**config.mk**
```make
export PLATFORM = sky130hd
export DESIGN_NAME = cache_req_arbiter
export DESIGN_NICKNAME = d
export VERILOG_FILES = /design/src/rtl/cache_req_arbiter.sv
export SDC_FILE = /design/constraint.sdc
export NUM_CORES = 1
export LEC_CHECK = 0
export CAP_MARGIN = 20
export CELL_PAD_IN_SITES_DETAIL_PLACEMENT = 1
export CELL_PAD_IN_SITES_GLOBAL_PLACEMENT = 1
export CORE_MARGIN = 5
export CORE_UTILIZATION = 27
export DETAILED_ROUTE_END_ITERATION = 10
export HOLD_SLACK_MARGIN = 0.15
export PLACE_DENSITY_LB_ADDON = 0.1
export SYNTH_ARGS = -nofsm -noshare
export SYNTH_HDL_FRONTEND = slang
export SYNTH_SLANG_ARGS = --single-unit
```
**constraint.sdc**
```tcl
create_clock -name clk -period 2.6 [get_ports clk]
set_input_delay 0.26 -clock clk [delete_from_list [all_inputs] [get_ports clk]]
set_output_delay 0.26 -clock clk [all_outputs]
set_load 0.05 [all_outputs]
```
**src/rtl/cache_req_arbiter.sv**
```systemverilog
// Round-robin arbiter sharing one cache controller command port
// among NUM_REQ requesters, one whole transaction per grant.
module cache_req_arbiter #(
  parameter int NUM_REQ        = 4,
  parameter int OP_WIDTH       = 2,
  parameter int KEY_WIDTH      = 16,
  parameter int VAL_WIDTH      = 32,
  parameter int TIMEOUT_CYCLES = 64
) (
  input  logic                           clk,
  input  logic                           rst_n,
  input  logic [NUM_REQ-1:0]             req_valid_i,
  output logic [NUM_REQ-1:0]             req_ready_o,
  input  logic [NUM_REQ*OP_WIDTH-1:0]    req_op_i,
  input  logic [NUM_REQ*KEY_WIDTH-1:0]   req_key_i,
  input  logic [NUM_REQ*VAL_WIDTH-1:0]   req_val_i,
  output logic [NUM_REQ-1:0]             resp_valid_o,
  output logic [VAL_WIDTH-1:0]           resp_data_o,
  output logic                           resp_err_o,
  output logic                           resp_timeout_o,
  output logic                           ctrl_valid_o,
  input  logic                           ctrl_ready_i,
  output logic [OP_WIDTH-1:0]            ctrl_op_o,
  output logic [KEY_WIDTH-1:0]           ctrl_key_o,
  output logic [VAL_WIDTH-1:0]           ctrl_val_o,
  input  logic                           ctrl_done_i,
  input  logic                           ctrl_error_i,
  input  logic [VAL_WIDTH-1:0]           ctrl_data_i,
  output logic [NUM_REQ-1:0]             grant_o,
  output logic                           busy_o
);

  localparam int IW = (NUM_REQ > 1) ? $clog2(NUM_REQ) : 1;
  localparam int CW = (TIMEOUT_CYCLES > 1) ? $clog2(TIMEOUT_CYCLES) : 1;
  localparam logic [IW-1:0] LAST_RST = IW'(NUM_REQ - 1);
  localparam logic [CW-1:0] CNT_MAX  = CW'(TIMEOUT_CYCLES - 1);

  typedef enum logic [1:0] {
    S_IDLE,
    S_ISSUE,
    S_WAIT,
    S_RESP
  } state_e;

  state_e               state_q, state_d;
  logic [IW-1:0]        last_q, last_d;
  logic [IW-1:0]        gidx_q, gidx_d;
  logic [OP_WIDTH-1:0]  op_q, op_d;
  logic [KEY_WIDTH-1:0] key_q, key_d;
  logic [VAL_WIDTH-1:0] val_q, val_d;
  logic [VAL_WIDTH-1:0] data_q, data_d;
  logic                 err_q, err_d;
  logic                 tmo_q, tmo_d;
  logic [CW-1:0]        cnt_q, cnt_d;

  logic [OP_WIDTH-1:0]  op_arr  [NUM_REQ];
  logic [KEY_WIDTH-1:0] key_arr [NUM_REQ];
  logic [VAL_WIDTH-1:0] val_arr [NUM_REQ];

  for (genvar i = 0; i < NUM_REQ; i++) begin : g_unpack
    assign op_arr[i]  = req_op_i[i*OP_WIDTH +: OP_WIDTH];
    assign key_arr[i] = req_key_i[i*KEY_WIDTH +: KEY_WIDTH];
    assign val_arr[i] = req_val_i[i*VAL_WIDTH +: VAL_WIDTH];
  end

  // Scan starts one past the last served requester.
  logic               pick_vld;
  logic [IW-1:0]      pick_idx;
  logic [NUM_REQ-1:0] pick_oh;
  int                 cand;

  always_comb begin
    pick_vld = 1'b0;
    pick_idx = '0;
    cand     = 0;
    for (int k = 1; k <= NUM_REQ; k++) begin
      cand = int'(last_q) + k;
      if (cand >= NUM_REQ) cand = cand - NUM_REQ;
      if (!pick_vld && req_valid_i[cand[IW-1:0]]) begin
        pick_vld = 1'b1;
        pick_idx = cand[IW-1:0];
      end
    end
  end

  always_comb begin
    pick_oh = '0;
    if (pick_vld) pick_oh[pick_idx] = 1'b1;
  end

  logic [NUM_REQ-1:0] gnt_oh;

  always_comb begin
    gnt_oh = '0;
    gnt_oh[gidx_q] = 1'b1;
  end

  always_comb begin
    state_d     = state_q;
    last_d      = last_q;
    gidx_d      = gidx_q;
    op_d        = op_q;
    key_d       = key_q;
    val_d       = val_q;
    data_d      = data_q;
    err_d       = err_q;
    tmo_d       = tmo_q;
    cnt_d       = cnt_q;
    req_ready_o = '0;
    unique case (state_q)
      S_IDLE: begin
        if (pick_vld) begin
          req_ready_o = pick_oh;
          gidx_d      = pick_idx;
          op_d        = op_arr[pick_idx];
          key_d       = key_arr[pick_idx];
          val_d       = val_arr[pick_idx];
          data_d      = '0;
          err_d       = 1'b0;
          tmo_d       = 1'b0;
          state_d     = S_ISSUE;
        end
      end
      S_ISSUE: begin
        if (ctrl_ready_i) begin
          if (ctrl_done_i) begin
            data_d  = ctrl_data_i;
            err_d   = ctrl_error_i;
            tmo_d   = 1'b0;
            state_d = S_RESP;
          end else begin
            cnt_d   = '0;
            state_d = S_WAIT;
          end
        end
      end
      S_WAIT: begin
        // A completion in the final cycle beats the timeout.
        if (ctrl_done_i) begin
          data_d  = ctrl_data_i;
          err_d   = ctrl_error_i;
          tmo_d   = 1'b0;
          state_d = S_RESP;
        end else if (cnt_q == CNT_MAX) begin
          data_d  = '0;
          err_d   = 1'b1;
          tmo_d   = 1'b1;
          state_d = S_RESP;
        end else begin
          cnt_d = cnt_q + CW'(1);
        end
      end
      S_RESP: begin
        last_d  = gidx_q;
        state_d = S_IDLE;
      end
      default: state_d = S_IDLE;
    endcase
  end

  always_ff @(posedge clk or negedge rst_n) begin
    if (!rst_n) begin
      state_q <= S_IDLE;
      last_q  <= LAST_RST;
      gidx_q  <= '0;
      op_q    <= '0;
      key_q   <= '0;
      val_q   <= '0;
      data_q  <= '0;
      err_q   <= 1'b0;
      tmo_q   <= 1'b0;
      cnt_q   <= '0;
    end else begin
      state_q <= state_d;
      last_q  <= last_d;
      gidx_q  <= gidx_d;
      op_q    <= op_d;
      key_q   <= key_d;
      val_q   <= val_d;
      data_q  <= data_d;
      err_q   <= err_d;
      tmo_q   <= tmo_d;
      cnt_q   <= cnt_d;
    end
  end

  logic in_resp;

  assign in_resp        = (state_q == S_RESP);
  assign busy_o         = (state_q != S_IDLE);
  assign grant_o        = busy_o ? gnt_oh : '0;
  assign resp_valid_o   = in_resp ? gnt_oh : '0;
  assign resp_data_o    = in_resp ? data_q : '0;
  assign resp_err_o     = in_resp & err_q;
  assign resp_timeout_o = in_resp & tmo_q;
  assign ctrl_valid_o   = (state_q == S_ISSUE);
  assign ctrl_op_o      = op_q;
  assign ctrl_key_o     = key_q;
  assign ctrl_val_o     = val_q;

endmodule

```
==> reports/qor.yml <==
outcome:
  outcome: "finished, final reports clean"
logic_synthesis:
  ys_seq_area_frac: 0.4209
  yosysUniqueCellTypes: 39
  syn_area_per_cell_um2: 9.901
  ys.warnings.count: 0
  syn_area_um2: 5713
  synth.net_count: 823
  synth_ff_type: "dfrtp_1"
  synth_enable_flop_cells: 0
  syn_inst: 577
  synthArstFlopShare: 1.000
  ys_seq_elements: 96
setup_path:
  r2r-start: "last_q[1]"
  critPathKind: "reg2out"
  ff2ff_path_depth: 7
  timing.rr.end: "ctrl_key_o[11]"
  crit_path_end_kind: "primary output"
  cp.arrival_ns: 2.07
  crit_path_cell_trace: "inv_1, ha_1, clkdlybuf4s50_1"
  cp_slowest_cell: "clkdlybuf4s50_1"
  crit_path_max_incr_delay_ns: 0.89
  critical_path_required_ns: 2.34
  crit_path_start_kind: "register"
  critical_path.endpoint: "ctrl_valid_o"
  crit_start: "state_q[1]"
  r2r_setup_slack_ns: 0.32
  cp_max_fo: 7
drt:
  routed_wl_um: 24460
  routed_via_density: 4.909
  drtPass1Iterations: 4
  wl_per_cell_um: 20.72
  drc: 0
  ant_nets: 0
  drt_iter0_markers: 192
  vias: 5793
floorplan:
  io_pins: 339
  core_um2: 20960
  die_h_um: 155.5
  rows: 53
  dieWidth_um: 155.5
  start_util: 0.2726
  dieArea_um2: 24170
clock_network:
  cts_made_buffers: 9
  cts_sinks: 96
  cts_tree: "done"
  cts_setup_buffers: 0
  cts_max_level: 3
  clock_path_buffers: 2
  root_buffer: "clkbuf_16"
  insertion_delay_ns: 0.35
  cts.clk_slew.worst_paths_ns: 0.07
finish:
  fillers: 2313
  mostFrequentLayoutCell: "clkdlybuf4s50_1"
  areaGrowthSynthToFinish_pct: 74.95
  drive_gt1_frac: 0.1061
  mostFrequentLayoutCells: "clkdlybuf4s50_1, mux2i_1, dfrtp_1"
  diodes: 0
  fin_nets: 1146
grt:
  grt_usage: 0.1955
  overflow: 0
  grt_pass1_vias: 6347
  grt_max_degree: 51
  grt_first_pass_wirelength_um: 37270
  antenna_found_initial: 0
sta:
  final.setup.tns_ns: 0
  fmax_mhz: 428.9
  slew_headroom: 0.5561
  rsz0062_at_grt: "false"
  final.setup_skew_ns: 0.003928
  setup_viol_count_final: 0
  hold_viol_final: 0
  min_period_ns: 2.332
  worst_slew_pin_slew_ns: 0.6658
  fin_crit_sh: 0.8968
  maxSlewViolCount: 0
placed_design:
  dp_hpwl_um: 19570
  placement.io_buffers: 338
  gp_congestion: 0.8971
pwr:
  ir_drop_v: 0.0004916
  pwr_density_cell_nw_per_um2: 1105
  total_power_uw: 11040
  leakagePower_uw: 0.004228
hold_path:
  hold_path.class: "in2reg"
run:
  max-cap-violations: 0
-- layout make-up --
| type | count | area (um^2) | share of cell area |
|---|---|---|---|
| well taps | 275 | 344.1 | 0.03443 |
| flip-flops and latches | 96 | 2405 | 0.2406 |
| clock inverters | 6 | 91.34 | 0.009139 |
| clock buffers | 10 | 229.0 | 0.02291 |
| repair buffers | 360 | 3986 | 0.3988 |
| multi-input cells | 394 | 2793 | 0.2794 |
| inverters | 39 | 146.4 | 0.01465 |
-- registers in the layout (all words and copies together) (netlist names) --
register,count
ctrl_val_o,32
ctrl_key_o,16
tmo_q,1
err_q,1
last_q,2
cnt_q,6
data_q,32
ctrl_op_o,2
state_q,2
gidx_q,2
-- per-layer routing --
layer,track usage,wire (um)
met1,0.2265,9659
met5,0,0
met4,0.04919,459
met2,0.3377,12060
met3,0.07761,2278
-- power by group --
part / leakage (uW) / internal, uW / switching [uW]
registers: 0.00123 / 2150 / 409
clock network: 0.000157 / 852 / 623
logic: 0.00284 / 2690 / 4310
-- how the worst min path moves through the flow --
stage / slack [ns] / from / cells past startpoint / to
finish: 0.47 / ctrl_data_i[2] / 3 / data_q[2]
global route: 0.46 / ctrl_data_i[13] / 3 / data_q[13]
CTS: 0.46 / ctrl_data_i[2] / 3 / data_q[2]
detailed placement: 0.34 / rst_n / 1 / ctrl_val_o[6]
global placement: 0.33 / rst_n / 1 / ctrl_val_o[6]
floorplan: -0.04 / rst_n / 0 / cnt_q[0]
-- timing repair --
action | 4_1_cts | 5_1_grt
endpoints found under the setup margin | 0 | 4
gates resized for setup | 0 | 2
endpoints found under the hold margin | 44 | 0
hold buffers | 1 | 0
-- through the flow --
stage,cells,area [um^2],worst slack (ns),hold slack (ns),util
2_1_floorplan,577,5713,0.08952,-0.03559,-
3_3_place_gp,1163,9659,0.2307,0.3330,0.4610
3_5_place_dp,1163,9659,0.1350,0.3393,0.4610
4_1_cts,1180,9990,0.02317,0.4550,0.4767
5_1_grt,1180,9995,0.09961,0.4625,0.4770
6_report,1180,9995,0.2683,0.4662,0.4770
-- kinds of logic after synthesis --
| kind of cell | Yosys count | synth area share |
|---|---|---|
| AO/OA/AOI/OAI | 112 | 0.1386 |
| adder cells (fa/ha/maj) | 5 | 0.01095 |
| buffers and inverters | 87 | 0.09483 |
| flip-flops | 96 | 0.4209 |
| multiplexers | 105 | 0.1846 |
| AND/OR/NAND/NOR | 172 | 0.1500 |
-- cell usage after synthesis, drive strengths merged, types with 3 or more instances --
cell	instances	area [um^2]
a22o	4	35.03
nor2	12	45.04
a21oi	8	40.04
nand2	64	240.2
buf	18	282.8
a21o	3	22.52
nor2b	3	18.77
nand3	38	190.2
ha	5	62.56
and2	36	225.2
clkbuf	30	112.6
nand2b	5	31.28
inv	39	146.4
dfrtp	94	2352
o221ai	50	437.9
nor3b	4	30.03
mux2i	102	1021
o21ai	39	195.2
mux2	3	33.78
-- critical path, delay by kind of cell, from the launching register on --
family	cells	cell delay [ns]
buffers and inverters	2	1.00
flip-flops	1	0.43
adder cells (fa/ha/maj)	1	0.29
No activity file was read; power rests on OpenSTA's default activity.
